**src/rtl/eth_src_arbiter_pkg.sv**
```systemverilog
// ---------------------------------------------------------------------------
// eth_src_arbiter_pkg
// Shared definitions for the source arbiter and the host-side record parser:
// FSM state encoding, counter/index widths, default header tag and the
// layout of the record header byte.
// ---------------------------------------------------------------------------
package eth_src_arbiter_pkg;

    localparam int unsigned IDX_W = 3;   // source index width (up to 8 sources)
    localparam int unsigned CNT_W = 16;  // idle counter width
    localparam int unsigned TAG_W = 5;   // header tag width

    localparam logic [TAG_W-1:0] HDR_TAG_DFLT = 5'h14;

    typedef enum logic [1:0] {
        ST_IDLE  = 2'd0,
        ST_HDR   = 2'd1,
        ST_XFER  = 2'd2,
        ST_CLOSE = 2'd3
    } state_e;

    // Record header byte: tag in the upper bits, granted source index below.
    typedef struct packed {
        logic [TAG_W-1:0] tag;
        logic [IDX_W-1:0] src;
    } hdr_t;

    function automatic logic [7:0] hdr_byte(input logic [TAG_W-1:0] tag,
                                            input logic [IDX_W-1:0] src);
        hdr_t h;
        h.tag = tag;
        h.src = src;
        return 8'(h);
    endfunction

endpackage

```
**src/rtl/eth_src_arbiter_if.sv**
```systemverilog
// ---------------------------------------------------------------------------
// eth_src_arbiter_if
// Bundles the per-source request/byte inputs and the session write port.
//   i_req/i_valid/i_last  per-source request, byte strobe, last-byte flag
//   i_src_data            packed source bytes, source k at [8k+7:8k]
//   o_pop/o_grant         one-hot consume strobe / current grant
//   o_data/o_wr/o_din     session byte, record bracket, byte strobe
//   i_full                session back-pressure
//   o_busy/o_timeout      arbiter activity, forced-close pulse
// slave: the arbiter side; master: sources + session side.
// ---------------------------------------------------------------------------
interface eth_src_arbiter_if #(
    parameter int unsigned N_SRC = 4
);
    logic [N_SRC-1:0]   i_req;
    logic [N_SRC-1:0]   i_valid;
    logic [N_SRC-1:0]   i_last;
    logic [8*N_SRC-1:0] i_src_data;
    logic [N_SRC-1:0]   o_pop;
    logic [N_SRC-1:0]   o_grant;
    logic [7:0]         o_data;
    logic               o_wr;
    logic               o_din;
    logic               i_full;
    logic               o_busy;
    logic               o_timeout;

    modport slave (
        input  i_req, i_valid, i_last, i_src_data, i_full,
        output o_pop, o_grant, o_data, o_wr, o_din, o_busy, o_timeout
    );

    modport master (
        output i_req, i_valid, i_last, i_src_data, i_full,
        input  o_pop, o_grant, o_data, o_wr, o_din, o_busy, o_timeout
    );
endinterface

```
**src/rtl/eth_src_arbiter_rr_pick.sv**
```systemverilog
// ---------------------------------------------------------------------------
// rr_pick
// Combinational round-robin selector. Picks the lowest requester strictly
// above last_i, otherwise wraps to the lowest requester overall.
//   req_i     request vector
//   last_i    index of the previously served source
//   onehot_c  one-hot winner (zero when no request)
//   idx_c     winner index
//   any_c     at least one request present
// ---------------------------------------------------------------------------
module rr_pick
    import eth_src_arbiter_pkg::*;
#(
    parameter int unsigned N = 4
) (
    input  logic [N-1:0]     req_i,
    input  logic [IDX_W-1:0] last_i,
    output logic [N-1:0]     onehot_c,
    output logic [IDX_W-1:0] idx_c,
    output logic             any_c
);

    logic             hi_found;
    logic [IDX_W-1:0] hi_idx;
    logic [IDX_W-1:0] lo_idx;

    // Descending scan so the final write holds the lowest matching index.
    always_comb begin
        hi_found = 1'b0;
        hi_idx   = '0;
        lo_idx   = '0;
        any_c    = 1'b0;
        for (int i = int'(N) - 1; i >= 0; i--) begin
            if (req_i[i]) begin
                any_c  = 1'b1;
                lo_idx = IDX_W'(i);
                if (IDX_W'(i) > last_i) begin
                    hi_found = 1'b1;
                    hi_idx   = IDX_W'(i);
                end
            end
        end
        idx_c    = hi_found ? hi_idx : lo_idx;
        onehot_c = any_c ? (N'(1) << idx_c) : '0;
    end

endmodule

```
**src/rtl/eth_src_arbiter.sv**
```systemverilog
// ---------------------------------------------------------------------------
// eth_src_arbiter
// Grants one of N_SRC sources round-robin and streams its record to the
// session write port as a header byte followed by source bytes, bracketed
// by o_wr. A record ends on the source's last byte or after TIMEOUT
// consecutive cycles without an accepted byte.
//   i_clk, i_rst_n  clock, asynchronous active-low reset
//   bus             eth_src_arbiter_if slave (sources + session port)
// ---------------------------------------------------------------------------
module eth_src_arbiter
    import eth_src_arbiter_pkg::*;
#(
    parameter int unsigned      N_SRC   = 4,
    parameter logic [CNT_W-1:0] TIMEOUT = 16'd1000,
    parameter logic [TAG_W-1:0] HDR_TAG = HDR_TAG_DFLT
) (
    input logic               i_clk,
    input logic               i_rst_n,
    eth_src_arbiter_if.slave  bus
);

    state_e           state_q, state_d;
    logic [N_SRC-1:0] grant_q, grant_d;
    logic [IDX_W-1:0] gidx_q, gidx_d;
    logic [IDX_W-1:0] last_q, last_d;
    logic [CNT_W-1:0] idle_q, idle_d;
    logic             timeout_q, timeout_d;
    logic             wr_q;
    logic             busy_q;

    logic [N_SRC-1:0] pick_oh;
    logic [IDX_W-1:0] pick_idx;
    logic             pick_any;

    logic             sel_valid;
    logic             sel_last;
    logic [7:0]       sel_data;
    logic             din_c;
    logic [7:0]       data_c;
    logic [N_SRC-1:0] pop_c;
    logic             accept_c;

    rr_pick #(.N(N_SRC)) u_rr_pick (
        .req_i    (bus.i_req),
        .last_i   (last_q),
        .onehot_c (pick_oh),
        .idx_c    (pick_idx),
        .any_c    (pick_any)
    );

    // Granted source's strobes and byte; other sources are masked out.
    assign sel_valid = |(bus.i_valid & grant_q);
    assign sel_last  = |(bus.i_last & grant_q);

    always_comb begin
        sel_data = '0;
        for (int k = 0; k < int'(N_SRC); k++) begin
            if (grant_q[k]) sel_data = sel_data | bus.i_src_data[8*k +: 8];
        end
    end

    // Session port drive; byte strobe and pop follow the live source inputs.
    always_comb begin
        din_c  = 1'b0;
        data_c = '0;
        pop_c  = '0;
        unique case (state_q)
            ST_HDR: begin
                din_c  = 1'b1;
                data_c = hdr_byte(HDR_TAG, gidx_q);
            end
            ST_XFER: begin
                din_c  = sel_valid;
                data_c = sel_data;
                pop_c  = bus.i_full ? '0 : (bus.i_valid & grant_q);
            end
            default: ;
        endcase
    end

    assign accept_c = wr_q & din_c & ~bus.i_full;

    // Next-state logic.
    always_comb begin
        state_d   = state_q;
        grant_d   = grant_q;
        gidx_d    = gidx_q;
        last_d    = last_q;
        idle_d    = '0;
        timeout_d = 1'b0;
        unique case (state_q)
            ST_IDLE: begin
                if (pick_any) begin
                    grant_d = pick_oh;
                    gidx_d  = pick_idx;
                    state_d = ST_HDR;
                end
            end
            ST_HDR: begin
                if (accept_c) state_d = ST_XFER;
            end
            ST_XFER: begin
                if (accept_c) begin
                    if (sel_last) begin
                        state_d = ST_CLOSE;
                        grant_d = '0;
                        last_d  = gidx_q;
                    end
                end else if (idle_q + CNT_W'(1) == TIMEOUT) begin
                    // Stalls and idle source both count toward the forced close.
                    state_d   = ST_CLOSE;
                    grant_d   = '0;
                    last_d    = gidx_q;
                    timeout_d = 1'b1;
                end else begin
                    idle_d = idle_q + CNT_W'(1);
                end
            end
            ST_CLOSE: begin
                state_d = ST_IDLE;
            end
            default: state_d = ST_IDLE;
        endcase
    end

    // State and registered outputs; reset forces o_wr low at once.
    always_ff @(posedge i_clk or negedge i_rst_n) begin
        if (!i_rst_n) begin
            state_q   <= ST_IDLE;
            grant_q   <= '0;
            gidx_q    <= '0;
            last_q    <= IDX_W'(N_SRC - 1);
            idle_q    <= '0;
            timeout_q <= 1'b0;
            wr_q      <= 1'b0;
            busy_q    <= 1'b0;
        end else begin
            state_q   <= state_d;
            grant_q   <= grant_d;
            gidx_q    <= gidx_d;
            last_q    <= last_d;
            idle_q    <= idle_d;
            timeout_q <= timeout_d;
            wr_q      <= (state_d == ST_HDR) || (state_d == ST_XFER);
            busy_q    <= (state_d != ST_IDLE);
        end
    end

    assign bus.o_pop     = pop_c;
    assign bus.o_grant   = grant_q;
    assign bus.o_data    = data_c;
    assign bus.o_wr      = wr_q;
    assign bus.o_din     = din_c;
    assign bus.o_busy    = busy_q;
    assign bus.o_timeout = timeout_q;

endmodule

```
**src/flat_wrapper.sv**
```systemverilog
// flat-port wrapper written by rule: the top's interface ports become plain ports
module eth_src_arbiter_flat import eth_src_arbiter_pkg::*;
#(
    parameter int unsigned      N_SRC   = 4,
    parameter logic [CNT_W-1:0] TIMEOUT = 16'd1000,
    parameter logic [TAG_W-1:0] HDR_TAG = HDR_TAG_DFLT
)
  (i_clk, i_rst_n, bus_i_req, bus_i_valid, bus_i_last, bus_i_src_data, bus_i_full, bus_o_pop, bus_o_grant, bus_o_data, bus_o_wr, bus_o_din, bus_o_busy, bus_o_timeout);
  eth_src_arbiter_if #(.N_SRC(N_SRC)) bus_i ();
  input logic i_clk;
  input logic i_rst_n;
  input wire logic [$bits(bus_i.i_req)-1:0] bus_i_req;
  input wire logic [$bits(bus_i.i_valid)-1:0] bus_i_valid;
  input wire logic [$bits(bus_i.i_last)-1:0] bus_i_last;
  input wire logic [$bits(bus_i.i_src_data)-1:0] bus_i_src_data;
  input wire logic [$bits(bus_i.i_full)-1:0] bus_i_full;
  output wire logic [$bits(bus_i.o_pop)-1:0] bus_o_pop;
  output wire logic [$bits(bus_i.o_grant)-1:0] bus_o_grant;
  output wire logic [$bits(bus_i.o_data)-1:0] bus_o_data;
  output wire logic [$bits(bus_i.o_wr)-1:0] bus_o_wr;
  output wire logic [$bits(bus_i.o_din)-1:0] bus_o_din;
  output wire logic [$bits(bus_i.o_busy)-1:0] bus_o_busy;
  output wire logic [$bits(bus_i.o_timeout)-1:0] bus_o_timeout;
  assign bus_i.i_req = bus_i_req;
  assign bus_i.i_valid = bus_i_valid;
  assign bus_i.i_last = bus_i_last;
  assign bus_i.i_src_data = bus_i_src_data;
  assign bus_i.i_full = bus_i_full;
  assign bus_o_pop = bus_i.o_pop;
  assign bus_o_grant = bus_i.o_grant;
  assign bus_o_data = bus_i.o_data;
  assign bus_o_wr = bus_i.o_wr;
  assign bus_o_din = bus_i.o_din;
  assign bus_o_busy = bus_i.o_busy;
  assign bus_o_timeout = bus_i.o_timeout;
  eth_src_arbiter #(.N_SRC(N_SRC), .TIMEOUT(TIMEOUT), .HDR_TAG(HDR_TAG)) u_core (.i_clk(i_clk), .i_rst_n(i_rst_n), .bus(bus_i));
endmodule
```
**config.mk**
```make
export PLATFORM = sky130hd
export DESIGN_NAME = eth_src_arbiter_flat
export DESIGN_NICKNAME = d
export VERILOG_FILES = /design/src/rtl/eth_src_arbiter_pkg.sv /design/src/rtl/eth_src_arbiter_if.sv /design/src/rtl/eth_src_arbiter_rr_pick.sv /design/src/rtl/eth_src_arbiter.sv /design/src/flat_wrapper.sv
export SDC_FILE = /design/constraint.sdc
export NUM_CORES = 1
export LEC_CHECK = 0
export BUFFER_PORTS_ARGS = -buffer_cell sky130_fd_sc_hd__buf_2
export CORE_MARGIN = 2
export CORE_UTILIZATION = 45
export CTS_CLUSTER_SIZE = 16
export DETAILED_ROUTE_END_ITERATION = 16
export PLACE_DENSITY = 0.81
export SYNTH_ARGS = -nofsm -noshare
export SYNTH_HDL_FRONTEND = slang
export SYNTH_HIERARCHICAL = 1
export SYNTH_SLANG_ARGS = --single-unit
```
**constraint.sdc**
```tcl
create_clock -name i_clk -period 4.2 [get_ports i_clk]
set_input_delay 0.84 -clock i_clk [delete_from_list [all_inputs] [get_ports i_clk]]
set_output_delay 0.84 -clock i_clk [all_outputs]
set_load 0.005 [all_outputs]
```
* Word-level counts from Yosys, hierarchy flattened *
Cells that the tools add are included.

storage, ports and cells
  ROM bits = 0
  flip-flop bits (word level) = 31
  latch bits = 0
  memories = 0
  memory bits (writable) = 0

operators by class
  divide/modulo/power cells = 0
  shift operators = 1
  $lt $le $gt $ge = 4
  multipliers = 0
  reduce and logical (&&, ||, !) cells = 10
  add/sub/neg operators = 1
  equal/unequal tests = 10
  bitwise operators = 8
  mux-type cells = 53

operators by type and width
  cell                   count
  $mux 16                3
  $mux 3                 13
  $mux 8                 4
  $mux 4                 6
  $or 8x8->8             3
  $add 16x1->16 const B  1
  $eq 16x10->1 const B   1
  $mux 2                 8
  $pmux 8 s2             1
  $mux 1                 15
  $and 4x4->4            2
  $pmux 2 s4             1
  $pmux 4 s2             1
  $reduce_or 4->1        2
  $eq 2x2->1 const B     3
  $gt 1x3->1 const A     2
  $gt 2x3->1 const A     2
  $reduce_bool 2->1      3
  $eq 2x1->1 const B     2
  $ne 2x1->1 const B     2
  $reduce_and 4->1       1
  $shl 1x3->4 const A    1
  $ne 3x1->1 const B     1
  $ne 3x2->1 const B     1
  other kinds (7)        8

* Depth between registers and ports, before layout *
Gate-level depths: netlist of run 1.

  depth after elaboration = 13
  depth in mapped cells = 11

* Modules after synthesis *
The synthesis of run 1 kept the hierarchy.

by module, submodules not included
  module           area each (um^2)  cells each  sequential area each (um^2)  instances
  eth_src_arbiter  1,926.8           212         778.2                        1
  rr_pick          197.7             27          0.0                          1

* Least setup slack after synthesis of run 1 *
Ideal clock, no wire load.

  path type = input -> register
  from = in bus_i_req[1]
  to = reg u_core.wr_q (netlist: u_core/bus.o_wr)
  setup slack = 1,558 ps
  stages on the path = 6
  buffers on the path = 1
  arrival time = 2,516 ps
  cell sequence = or4_1 and2_1 clkbuf_1 or4_1 nand3_1 ha_1

on the way
  word-level cells in the longest chain between the ends = 6

RTL lines
  what                                             RTL line                       source
  start: declaration                               flat_wrapper.sv:12             input wire logic [$bits(bus_i.i_req)-1:0] bus_i_req;
  $mux 1 * (2 in a row)                            eth_src_arbiter_rr_pick.sv:34  if (req_i[i]) begin
  $mux 2 *                                         eth_src_arbiter.sv:93          if (pick_any) begin
  $pmux 2 s4 *                                     eth_src_arbiter.sv:91          unique case (state_q)
  $eq 2x1->1 / $eq 2x2->1 (equally long branches)  eth_src_arbiter.sv:144         wr_q <= (state_d == ST_HDR) || (state_d == ST_XFER);
  $logic_or 1x1->1 *                               eth_src_arbiter.sv:144
  end signal: assignment                           eth_src_arbiter.sv:144
  end: declaration                                 eth_src_arbiter.sv:28          logic wr_q;

Every way passes the cells marked *; elsewhere a longest branch is shown, timed or not.
A chain may end at the register's enable or synchronous reset.

* Worst setup path in the final report of run 1 *
  from = reg u_core.idle_q[0]
  to = reg u_core.idle_q[2]

on the way
  word-level cells in the longest chain between the ends = 5

RTL lines
  what                      RTL line                                        source
  start: declaration        eth_src_arbiter.sv:26                           logic [CNT_W-1:0] idle_q, idle_d;
  start signal: assignment  eth_src_arbiter.sv:142                          idle_q <= idle_d;
  $add 16x1->16 *           eth_src_arbiter.sv:109, eth_src_arbiter.sv:116
  $eq 16x10->1              eth_src_arbiter.sv:109                          end else if (idle_q + CNT_W'(1) == TIMEOUT) begin
  $mux 16 *                 eth_src_arbiter.sv:109
  $mux 16 *                 eth_src_arbiter.sv:103                          if (accept_c) begin
  $mux 16 *                 eth_src_arbiter.sv:91
  net u_core.idle_d[2]      eth_src_arbiter.sv:26

The timed path passes the listed nets; every way through them passes the cells marked *.

==> summary.txt, run 1 <==
Critical path
  • Crit path capture type: flop
  • Peak fanout along the critical path: 12
  • Critical path class: flop to flop
  • Startpoint class of the critical path: flop
  • Required @ worst endpoint: 4.33 ns
  • CP arrival: 2.99 ns

Pwr
  • Largest vdd supply drop: 169 uV
  • Leakage power: 1.21 nW
  • Power density over the cells: 228 nW/um^2

STA
  • Min cycle time layout: 2.87 ns
  • Crit share post-route: 68.3%
  • Final-layout worst hold slack: 0.496 ns
  • Post-route worst setup slack: 1.33 ns
  • Clk_skew: 0.00520 ns
  • Setup repair after global routing missed its margin: no
  • Final hold violation count: 0
  • Final Slew Violations: 0
  • Max Clk Rate: 349 MHz
  • Sum of negative setup slack: 0 ns
  • Worst slew slack as a fraction of its limit: 41.2%
  • Final-report setup violation count: 0
  • Transition at the pin with the smallest max-transition slack: 0.880 ns

Place
  • IO Port Bufs: 66
  • Half-perimeter wire length after placement: 3680 um
  • Placer congestion estimate: 0.911
  • Pre-CTS setup slack: 1.38 ns
  • Placement-stage cell area: 2480 sq um

Clock tree
  • Clock latency on the worst-skew pair: 0.28 ns
  • TritonCTS clock tree: done
  • Maximum level of the CTS H-tree: 2
  • Clock input transition at the sequential cells of the worst setup and hold paths: 0.06 ns
  • Clock Root Buffer: sky130_fd_sc_hd__clkbuf_8
  • Hold buffer count at cts: 0
  • Number of clock buffers inserted by TritonCTS: 5
  • Clock Sink Count: 31
  • Resized cells post-CTS: 0
  • Post-CTS setup-driven buffer insertion count: 0
  • Clock Tree Buf Depth: 2

Run
  • Maxcap violations: 0

Floorplanning
  • Initial core utilization: 47.8%
  • Chip Width: 72.7 um
  • Cell row count: 24
  • DIE HEIGHT: 72.7 um
  • Number of top-level pins: 67
  • Area enclosed by the die boundary: 5290 sq um
  • Core outline area: 4440 sq um

Detailed routing
  • Routed via count: 2,043
  • 1st-iter DRT viols: 105
  • Total iterations of the first detailed-routing run: 4
  • Routed Wire Length: 4900 um
  • Vias per std cell: 5.74
  • DR DRC count: 0
  • Routed WL per cell: 13.8 um
  • Antenna violation net count after detailed routing: 0

Synthesis
  • Seq cells post-synth: 31
  • Xor-xnor portion of the synthesized cell area: 6.18%
  • Mean instance size in the synthesized netlist: 8.89 sq um
  • Share of flip-flops with an asynchronous set or reset: 100%
  • Ys Warns: 6
  • Synth Area in Simple Gates: 24.3%
  • Number of distinct library cells after synthesis: 53
  • Post-synthesis compound-gate area fraction: 21.4%
  • Mapped Area: 2120 sq um
  • Number of nets in the synthesized netlist: 291
  • Post-synth EDFFs: 0
  • Dominant combinational cell family by area after synthesis: simple AND/OR/NAND/NOR gates
  • Multiplexer area fraction after synthesis: 4.18%
  • Adder and majority gate portion of the synthesized area: 2.94%
  • Number of instances in the synthesized netlist: 239
  • Share of the yosys chip area belonging to registers: 36.6%
  • Flip-flop cell with the highest count after synthesis: sky130_fd_sc_hd__dfrtp_1

GRT
  • Global-route usage over all layers: 19.6%
  • Wire length of the first global-routing pass: 8270 um
  • Via count of the first global-routing pass: 1,877
  • Largest net degree at the start of global routing: 32
  • Remaining Overflow, GRT: 0
  • Initial antenna violation count: 0

Cells and area
  • Commonest non-fill, non-tap cells in the layout: sky130_fd_sc_hd__buf_2, sky130_fd_sc_hd__nor2_1, sky130_fd_sc_hd__dfrtp_1, sky130_fd_sc_hd__nand2_1, sky130_fd_sc_hd__a21oi_1
  • Filler cells: 398
  • Final standard cell area without fillers: 2580 sq um
  • Antenna Cells: 0
  • Most common library cell in the layout ignoring fill and taps: sky130_fd_sc_hd__buf_2
  • Net count of the finished layout: 355
  • Share of cells above drive strength 1: 28.9%
  • Layout Area Growth over Synthesis: 21.3%

Run status
  • Outcome: complete, no violations

Min path
  • Worst Hold Class: flop to flop
-- worst max-delay path: stages (launching register included) --
cell,delay [ns]
sky130_fd_sc_hd__dfrtp_1,0.39
sky130_fd_sc_hd__ha_1,0.22
sky130_fd_sc_hd__nand3_1,0.24
sky130_fd_sc_hd__nor4b_1,0.34
sky130_fd_sc_hd__o21ai_0,0.16
sky130_fd_sc_hd__a2111o_1,0.50
sky130_fd_sc_hd__o21bai_1,0.73
sky130_fd_sc_hd__nor2_1,0.13
-- layout make-up --
class / count / area [sq um] / area share (%)
clock buffers: 8 / 100 / 3.88
inverters: 10 / 37.5 / 1.46
multi-input cells: 188 / 1260 / 48.8
flip-flops and latches: 31 / 778 / 30.2
well taps: 52 / 65.1 / 2.52
repair buffers: 67 / 338 / 13.1
-- metrics by stage --
step                      utilization (%)  power (mW)  std cells
after CTS                            58.0       0.596        356
after global placement               55.7       0.342        348
after detailed placement             55.7       0.343        348
after floorplan                         -       0.314        239
after global routing                 58.0       0.612        356
final                                58.0       0.588        356
-- where the power goes --
| part | internal (mW) | switching (mW) | total [mW] |
|---|---|---|---|
| clock | 0.149 | 0.101 | 0.250 |
| combinational | 0.0205 | 0.0184 | 0.0389 |
| sequential | 0.299 | 0 | 0.299 |
-- kinds of logic after synthesis --
family | count (synthesis)
fa+ha+maj | 5
other cells | 1
simple gates | 97
buf+inv | 20
flops | 31
compound gates | 63
xor+xnor | 15
mux | 7
-- cell usage after synthesis (5+ instances only) --
cell / number / area share (%)
sky130_fd_sc_hd__a21oi_1: 15 / 3.5
sky130_fd_sc_hd__a221oi_1: 5 / 2.1
sky130_fd_sc_hd__a22o_1: 5 / 2.1
sky130_fd_sc_hd__a22oi_1: 11 / 3.9
sky130_fd_sc_hd__clkbuf_1: 7 / 1.2
sky130_fd_sc_hd__dfrtp_1: 29 / 34
sky130_fd_sc_hd__ha_1: 5 / 2.9
sky130_fd_sc_hd__inv_1: 10 / 1.8
sky130_fd_sc_hd__nand2_1: 17 / 3.0
sky130_fd_sc_hd__nand3_1: 14 / 3.3
sky130_fd_sc_hd__nand4_1: 7 / 2.1
sky130_fd_sc_hd__nor2_1: 29 / 5.1
sky130_fd_sc_hd__o21ai_0: 10 / 2.4
sky130_fd_sc_hd__xnor2_1: 11 / 4.5
-- worst paths after layout --
kind	startpoint	endpoint	slack [ns]	depth (start not counted)
min	u_core/idle_q[0]$_DFF_PN0_	u_core/idle_q[0]$_DFF_PN0_	0.50	1
min reg2reg	u_core/idle_q[0]$_DFF_PN0_	u_core/idle_q[0]$_DFF_PN0_	0.50	1
max reg2reg	u_core/idle_q[0]$_DFF_PN0_	u_core/idle_q[2]$_DFF_PN0_	1.33	7
max in group asynchronous	i_rst_n	u_core/bus.o_wr$_DFF_PN0_	3.19	1
min in group asynchronous	i_rst_n	u_core/idle_q[9]$_DFF_PN0_	0.58	1
max	u_core/idle_q[0]$_DFF_PN0_	u_core/idle_q[2]$_DFF_PN0_	1.33	7
-- per-layer routing --
metal	routed length [um]	share of wire, %	GRT usage, %
met5	0	0	0
met4	47	0.96	6.79
met3	185	3.8	4.56
met2	2340	48	30.3
met1	2330	47	27.1
-- flip-flops by register name, summed over array words and instances, names as in the netlist --
register,count
u_core/idle_q,16
u_core/bus.o_grant,4
u_core/gidx_q,3
u_core/last_q,3
u_core/state_q,2
u_core/bus.o_busy,1
u_core/bus.o_timeout,1
u_core/bus.o_wr,1
(Power assumes the default switching activity.)
==> run 2, diff against run 1 <==
--- a/config.mk
+++ b/config.mk
@@ -10,7 +10,7 @@
 export CORE_UTILIZATION = 45
 export CTS_CLUSTER_SIZE = 16
 export DETAILED_ROUTE_END_ITERATION = 16
-export PLACE_DENSITY = 0.81
+export PLACE_DENSITY = 0.84
 export SYNTH_ARGS = -nofsm -noshare
 export SYNTH_HDL_FRONTEND = slang
 export SYNTH_HIERARCHICAL = 1
==> constraint.sdc (replaced) <==
create_clock -name i_clk -period 2.5 [get_ports i_clk]
set_input_delay 0.5 -clock i_clk [delete_from_list [all_inputs] [get_ports i_clk]]
set_output_delay 0.5 -clock i_clk [all_outputs]
set_load 0.005 [all_outputs]
==> summary.txt, run 2 (same netlist as run 1, synthesis figures left out) <==
STA
  • Crit share post-route: 95.7% (+27 points)
  • Max Clk Rate: 418 MHz (+20%)
  • Clk_skew: 0.00537 ns (+0.000175 ns)
  • Sum of negative setup slack: 0 ns (unchanged)
  • Min cycle time layout: 2.39 ns (-0.477 ns)
  • Final hold violation count: 0 (unchanged)
  • Final-report setup violation count: 0 (unchanged)
  • Setup repair after global routing missed its margin: no
  • Final Slew Violations: 0 (unchanged)
  • Transition at the pin with the smallest max-transition slack: 0.674 ns (-0.206 ns)
  • Worst slew slack as a fraction of its limit: 55.1% (+14 points)

Cells and area
  • Max FFs per register: 16 (unchanged)
  • Most common library cell in the layout ignoring fill and taps: sky130_fd_sc_hd__buf_2
  • Largest register by flop count: u_core/idle_q
  • Final core utilization: 61.3% (+3.3 points)
  • Layout Area Growth over Synthesis: 28.2%
  • Antenna Cells: 0 (unchanged)
  • Final standard cell area without fillers: 2720 sq um (+5.6%)
  • Post-layout instance count excluding filler cells: 373 (+4.8%)
  • Share of cells above drive strength 1: 34.0% (+5.0 points)
  • Net count of the finished layout: 372 (+4.8%)
  • Commonest non-fill, non-tap cells in the layout: sky130_fd_sc_hd__buf_2, sky130_fd_sc_hd__nor2_1, sky130_fd_sc_hd__dfrtp_1, sky130_fd_sc_hd__buf_4, sky130_fd_sc_hd__nand2_1

Floorplanning
  • Cell row count: 24 (unchanged)
  • DIE HEIGHT: 72.7 um (unchanged)
  • Chip Width: 72.7 um (unchanged)
  • Core outline area: 4440 sq um (unchanged)
  • Number of top-level pins: 67 (unchanged)
  • Initial core utilization: 47.8% (unchanged)
  • Area enclosed by the die boundary: 5290 sq um (unchanged)

Clock tree
  • TritonCTS clock tree: done
  • Clock Sink Count: 31 (unchanged)
  • Clock Tree Buf Depth: 2 (unchanged)
  • Maximum level of the CTS H-tree: 2 (unchanged)
  • Post-CTS setup-driven buffer insertion count: 0 (unchanged)
  • Clock latency on the worst-skew pair: 0.27 ns (about the same)
  • Number of clock buffers inserted by TritonCTS: 5 (unchanged)
  • Clock input transition at the sequential cells of the worst setup and hold paths: 0.06 ns (about the same)
  • Clock Root Buffer: sky130_fd_sc_hd__clkbuf_8
  • Hold buffer count at cts: 0 (unchanged)

Detailed routing
  • Met3 layer wire length in the routed design: 240 um (+30%)
  • Max layer used: met4
  • Routed WL per cell: 14.3 um (+3.7%)
  • Post-route met1 wirelength: 2480 um (+6.6%)
  • Antenna violation net count after detailed routing: 0 (unchanged)
  • Routed Wire Length: 5330 um (+8.7%)
  • Routed via count: 2,115 (+3.5%)
  • Total iterations of the first detailed-routing run: 5 (+1)
  • Sum of met2 wire segment lengths after detailed routing: 2520 um (+7.7%)
  • Vias per std cell: 5.67 (-1.2%)
  • 1st-iter DRT viols: 190 (+81%)
  • DR DRC count: 0 (unchanged)

Place
  • Placement-stage cell area: 2610 sq um (+5.2%)
  • Placer congestion estimate: 0.859 (-5.7%)
  • IO Port Bufs: 66 (unchanged)
  • Half-perimeter wire length after placement: 4180 um (+14%)
  • Cell count after placement: 365 (+4.9%)

Critical path
  • Critical path class: flop to flop
  • Max stage delay on crit path: 0.48 ns (-0.25 ns)
  • CP Launch Point: u_core/idle_q[0]$_DFF_PN0_
  • Worst reg2reg startpoint: u_core/idle_q[0]$_DFF_PN0_
  • Startpoint class of the critical path: flop
  • Crit path capture type: flop
  • Required @ worst endpoint: 2.66 ns (-1.67 ns)
  • Ordered list of cells on the worst path: ha_1, nand3_2, nor4_4, or3_1, a2111o_1, o31a_1, mux2_4
  • Slowest stage cell on the critical path: sky130_fd_sc_hd__a2111o_1
  • CP arrival: 2.55 ns (-0.44 ns)
  • Peak fanout along the critical path: 4 (-8)

Pwr
  • Leakage power: 1.30 nW (+7.0%)
  • Largest vdd supply drop: 369 uV (+120%)
  • Power density over the cells: 363 nW/um^2 (+59%)
  • Total power consumption of the routed design: 989 uW (+68%)

GRT
  • Via count of the first global-routing pass: 2,038 (+8.6%)
  • Remaining Overflow, GRT: 0 (unchanged)
  • Initial antenna violation count: 0 (unchanged)
  • Largest net degree at the start of global routing: 32 (unchanged)
  • Global-route usage over all layers: 21.8% (+2.2 points)
  • Wire length of the first global-routing pass: 9180 um (+11%)

Min path
  • Worst Hold Class: input port to asynchronous set/reset pin

Run status
  • Outcome: complete, no violations

Run
  • Maxcap violations: 0 (unchanged)
[run 2: power breakdown]
part           internal (mW)  switching, mW
Combinational         0.0344         0.0308
Clock                  0.251          0.171
Sequential             0.502              0
Total                  0.787          0.202
[run 2: worst max-delay path: cells and delay by family (launching register included)]
family | cells | cell delay, ns
adder cells (fa/ha/maj) | 1 | 0.23
AND/OR/NAND/NOR | 3 | 0.49
multiplexers | 1 | 0.31
flip-flops | 1 | 0.41
AO/OA/AOI/OAI | 2 | 0.82
[run 2: routing by layer]
| metal | track usage (%) | vias up |
|---|---|---|
| met1 | 30.6 | 1002 |
| li1 | - | 1050 |
| met2 | 34.1 | 53 |
| met5 | 0 | - |
| met4 | 7.41 | 0 |
| met3 | 3.87 | 10 |
[run 2: what timing repair did]
action / in CTS / in global routing
setup endpoints to repair: 0 / 6
gates resized for setup: 0 / 5
endpoints found under the hold margin: 0 / 0
[run 2: through the flow]
| stage | hold slack (ns) | setup WS (ns) |
|---|---|---|
| global placement | 0.467 | 0.114 |
| global route | 0.310 | 0.00748 |
| detailed placement | 0.485 | 0.0531 |
| CTS | 0.281 | 0.0458 |
| floorplan | 0.204 | 0.00301 |
| finish | 0.259 | 0.108 |
[run 2: cell type report]
class / count / area (sq um)
flip-flops and latches: 31 / 779
inverters: 10 / 37.5
repair buffers: 84 / 465
clock buffers: 8 / 100
multi-input cells: 188 / 1270
well taps: 52 / 65.1
fillers: 401 / 1720
[run 2: worst paths after layout]
path	endpoint	slack, ns	depth (start not counted)
max in group asynchronous	u_core/idle_q[6]$_DFF_PN0_	1.77	1
hold reg to reg	u_core/idle_q[0]$_DFF_PN0_	0.49	1
setup reg to reg	u_core/last_q[2]$_DFFE_PN0P_	0.11	7
hold / removal	u_core/idle_q[2]$_DFF_PN0_	0.26	1
min in group i_clk	u_core/idle_q[0]$_DFF_PN0_	0.49	1
setup / recovery	u_core/last_q[2]$_DFFE_PN0P_	0.11	7
==> run 3, diff against run 2 <==
--- a/config.mk
+++ b/config.mk
@@ -5,12 +5,12 @@
 export SDC_FILE = /design/constraint.sdc
 export NUM_CORES = 1
 export LEC_CHECK = 0
-export BUFFER_PORTS_ARGS = -buffer_cell sky130_fd_sc_hd__buf_2
 export CORE_MARGIN = 2
 export CORE_UTILIZATION = 45
 export CTS_CLUSTER_SIZE = 16
 export DETAILED_ROUTE_END_ITERATION = 16
-export PLACE_DENSITY = 0.84
+export DONT_BUFFER_PORTS = 1
+export PLACE_DENSITY = 0.69
 export SYNTH_ARGS = -nofsm -noshare
 export SYNTH_HDL_FRONTEND = slang
 export SYNTH_HIERARCHICAL = 1
==> constraint.sdc (replaced) <==
create_clock -name i_clk -period 2.8 [get_ports i_clk]
set_input_delay 0.56 -clock i_clk [delete_from_list [all_inputs] [get_ports i_clk]]
set_output_delay 0.56 -clock i_clk [all_outputs]
set_load 0.005 [all_outputs]
==> summary.txt, run 3 (same netlist as run 1, synthesis figures left out) <==
Critical path
  • Max stage delay on crit path: 0.54 ns (+0.06 ns)
  • Slowest stage cell on the critical path: sky130_fd_sc_hd__a2111o_1
  • CP Launch Point: u_core/idle_q[0]$_DFF_PN0_
  • Crit path buf inv count: 0 (unchanged)
  • Required @ worst endpoint: 2.96 ns (+0.30 ns)
  • R2R Setup Slk: 0.14 ns (+0.03 ns)
  • Family with the most delay on the worst path: compound AO/OA/AOI/OAI gates
  • Critical path class: flop to flop
  • CP arrival: 2.83 ns (+0.28 ns)
  • Startpoint class of the critical path: flop
  • Worst reg2reg startpoint: u_core/idle_q[0]$_DFF_PN0_
  • Peak fanout along the critical path: 7 (+3)
  • Ordered list of cells on the worst path: ha_1, nand3_1, nor4_4, or3_1, a2111o_1, o31a_1, mux2_4
  • Crit path capture type: flop

Run
  • Maxcap violations: 0 (unchanged)

Min path
  • Worst Hold Class: input port to asynchronous set/reset pin

Place
  • Half-perimeter wire length after placement: 3650 um (-13%)
  • IO Port Bufs: 0 (-100%)
  • Placement-stage cell area: 2210 sq um (-15%)
  • Cell count after placement: 290 (-21%)
  • Placer congestion estimate: 0.863 (+0.49%)

STA
  • Final Slew Violations: 0 (unchanged)
  • Clk_skew: 0.00583 ns (+0.000461 ns)
  • Transition at the pin with the smallest max-transition slack: 0.478 ns (-0.196 ns)
  • Worst slew slack as a fraction of its limit: 67.3% (+12 points)
  • Min cycle time layout: 2.66 ns (+0.272 ns)
  • Final hold violation count: 0 (unchanged)
  • Final-report setup violation count: 0 (unchanged)
  • Crit share post-route: 95.1% (-0.54 points)
  • Setup repair after global routing missed its margin: no
  • Sum of negative setup slack: 0 ns (unchanged)
  • Max Clk Rate: 375 MHz (-10%)

GRT
  • Wire length of the first global-routing pass: 7960 um (-13%)
  • Via count of the first global-routing pass: 1,680 (-18%)
  • Remaining Overflow, GRT: 0 (unchanged)
  • Initial antenna violation count: 0 (unchanged)
  • Global-route usage over all layers: 19.8% (-2.0 points)
  • Largest net degree at the start of global routing: 30 (-6.3%)

Detailed routing
  • DR DRC count: 0 (unchanged)
  • Routed via count: 1,908 (-9.8%)
  • Total iterations of the first detailed-routing run: 4 (-1)
  • Routed Wire Length: 5050 um (-5.1%)
  • Routed WL per cell: 16.9 um (+18%)
  • 1st-iter DRT viols: 190 (unchanged)
  • Post-route met1 wirelength: 2150 um (-13%)
  • Antenna violation net count after detailed routing: 0 (unchanged)
  • Met3 layer wire length in the routed design: 399 um (+66%)
  • Max layer used: met4
  • Sum of met2 wire segment lengths after detailed routing: 2400 um (-4.6%)
  • Vias per std cell: 6.38 (+13%)

Cells and area
  • Net count of the finished layout: 298 (-20%)
  • Max FFs per register: 16 (unchanged)
  • Share of cells above drive strength 1: 12.6% (-21 points)
  • Final standard cell area without fillers: 2320 sq um (-15%)
  • Commonest non-fill, non-tap cells in the layout: sky130_fd_sc_hd__nor2_1, sky130_fd_sc_hd__dfrtp_1, sky130_fd_sc_hd__nand2_1, sky130_fd_sc_hd__a21oi_1, sky130_fd_sc_hd__nand3_1
  • Post-layout instance count excluding filler cells: 299 (-20%)
  • Layout Area Growth over Synthesis: 9.13%
  • Largest register by flop count: u_core/idle_q
  • Antenna Cells: 0 (unchanged)

Pwr
  • Power density over the cells: 358 nW/um^2 (-1.5%)
  • Leakage power: 0.977 nW (-25%)
  • Total power consumption of the routed design: 830 uW (-16%)
  • Largest vdd supply drop: 289 uV (-22%)

Clock tree
  • Number of clock buffers inserted by TritonCTS: 5 (unchanged)
  • Clock Tree Buf Depth: 2 (unchanged)
  • TritonCTS clock tree: done
  • Maximum level of the CTS H-tree: 2 (unchanged)
  • Clock input transition at the sequential cells of the worst setup and hold paths: 0.06 ns (about the same)
  • Post-CTS setup-driven buffer insertion count: 0 (unchanged)
  • Clock latency on the worst-skew pair: 0.28 ns (about the same)
  • Clock Root Buffer: sky130_fd_sc_hd__clkbuf_8
  • Clock Sink Count: 31 (unchanged)

Floorplanning
  • Cell row count: 24 (unchanged)
  • Core outline area: 4440 sq um (unchanged)
  • Area enclosed by the die boundary: 5290 sq um (unchanged)
  • DIE HEIGHT: 72.7 um (unchanged)
  • Number of top-level pins: 67 (unchanged)
  • Initial core utilization: 47.8% (unchanged)
  • Chip Width: 72.7 um (unchanged)

Run status
  • Outcome: complete, no violations
-- run 3: path summary, 6_finish.rpt --
kind / endpoint / cells past startpoint
min: u_core/idle_q[10]$_DFF_PN0_ / 1
max reg2reg: u_core/last_q[2]$_DFFE_PN0P_ / 7
max in group asynchronous: u_core/bus.o_busy$_DFF_PN0_ / 1
min reg2reg: u_core/idle_q[0]$_DFF_PN0_ / 1
min in group i_clk: u_core/idle_q[0]$_DFF_PN0_ / 1
max: u_core/last_q[2]$_DFFE_PN0P_ / 7
-- run 3: timing repair --
| item | in CTS | in global routing |
|---|---|---|
| setup endpoints to repair | 0 | 2 |
| hold endpoints to repair | 29 | 0 |
| resized for setup | 0 | 1 |
| hold buffers | 1 | 0 |
-- run 3: report_power, final --
part / switching (mW) / internal, mW / total (mW)
combinational: 0.0149 / 0.0117 / 0.0266
clock: 0.157 / 0.198 / 0.355
sequential: 0 / 0.448 / 0.448
-- run 3: through the flow --
| step | hold slack (ns) | util (%) | worst slack (ns) |
|---|---|---|---|
| finish | 0.0955 | 52.2 | 0.136 |
| global placement | 0.265 | 49.7 | 0.223 |
| floorplan | 0.264 | - | 0.303 |
| global route | 0.0910 | 52.2 | 0.0424 |
| detailed placement | 0.265 | 49.7 | 0.171 |
| CTS | 0.0931 | 52.2 | 0.130 |
-- run 3: cell type report --
class | instances | area (sq um)
fillers | 406 | 2130
multi-input cells | 188 | 1260
flip-flops and latches | 31 | 778
repair buffers | 10 | 87.6
clock buffers | 7 | 86.3
well taps | 52 | 65.1
inverters | 10 | 37.5
clock inverters | 1 | 5.00
-- run 3: per-layer routing --
metal | GRT usage [%] | up-vias
met2 | 31.8 | 85
met5 | 0 | -
met1 | 25.7 | 913
met4 | 7.20 | 0
li1 | - | 898
met3 | 5.39 | 12
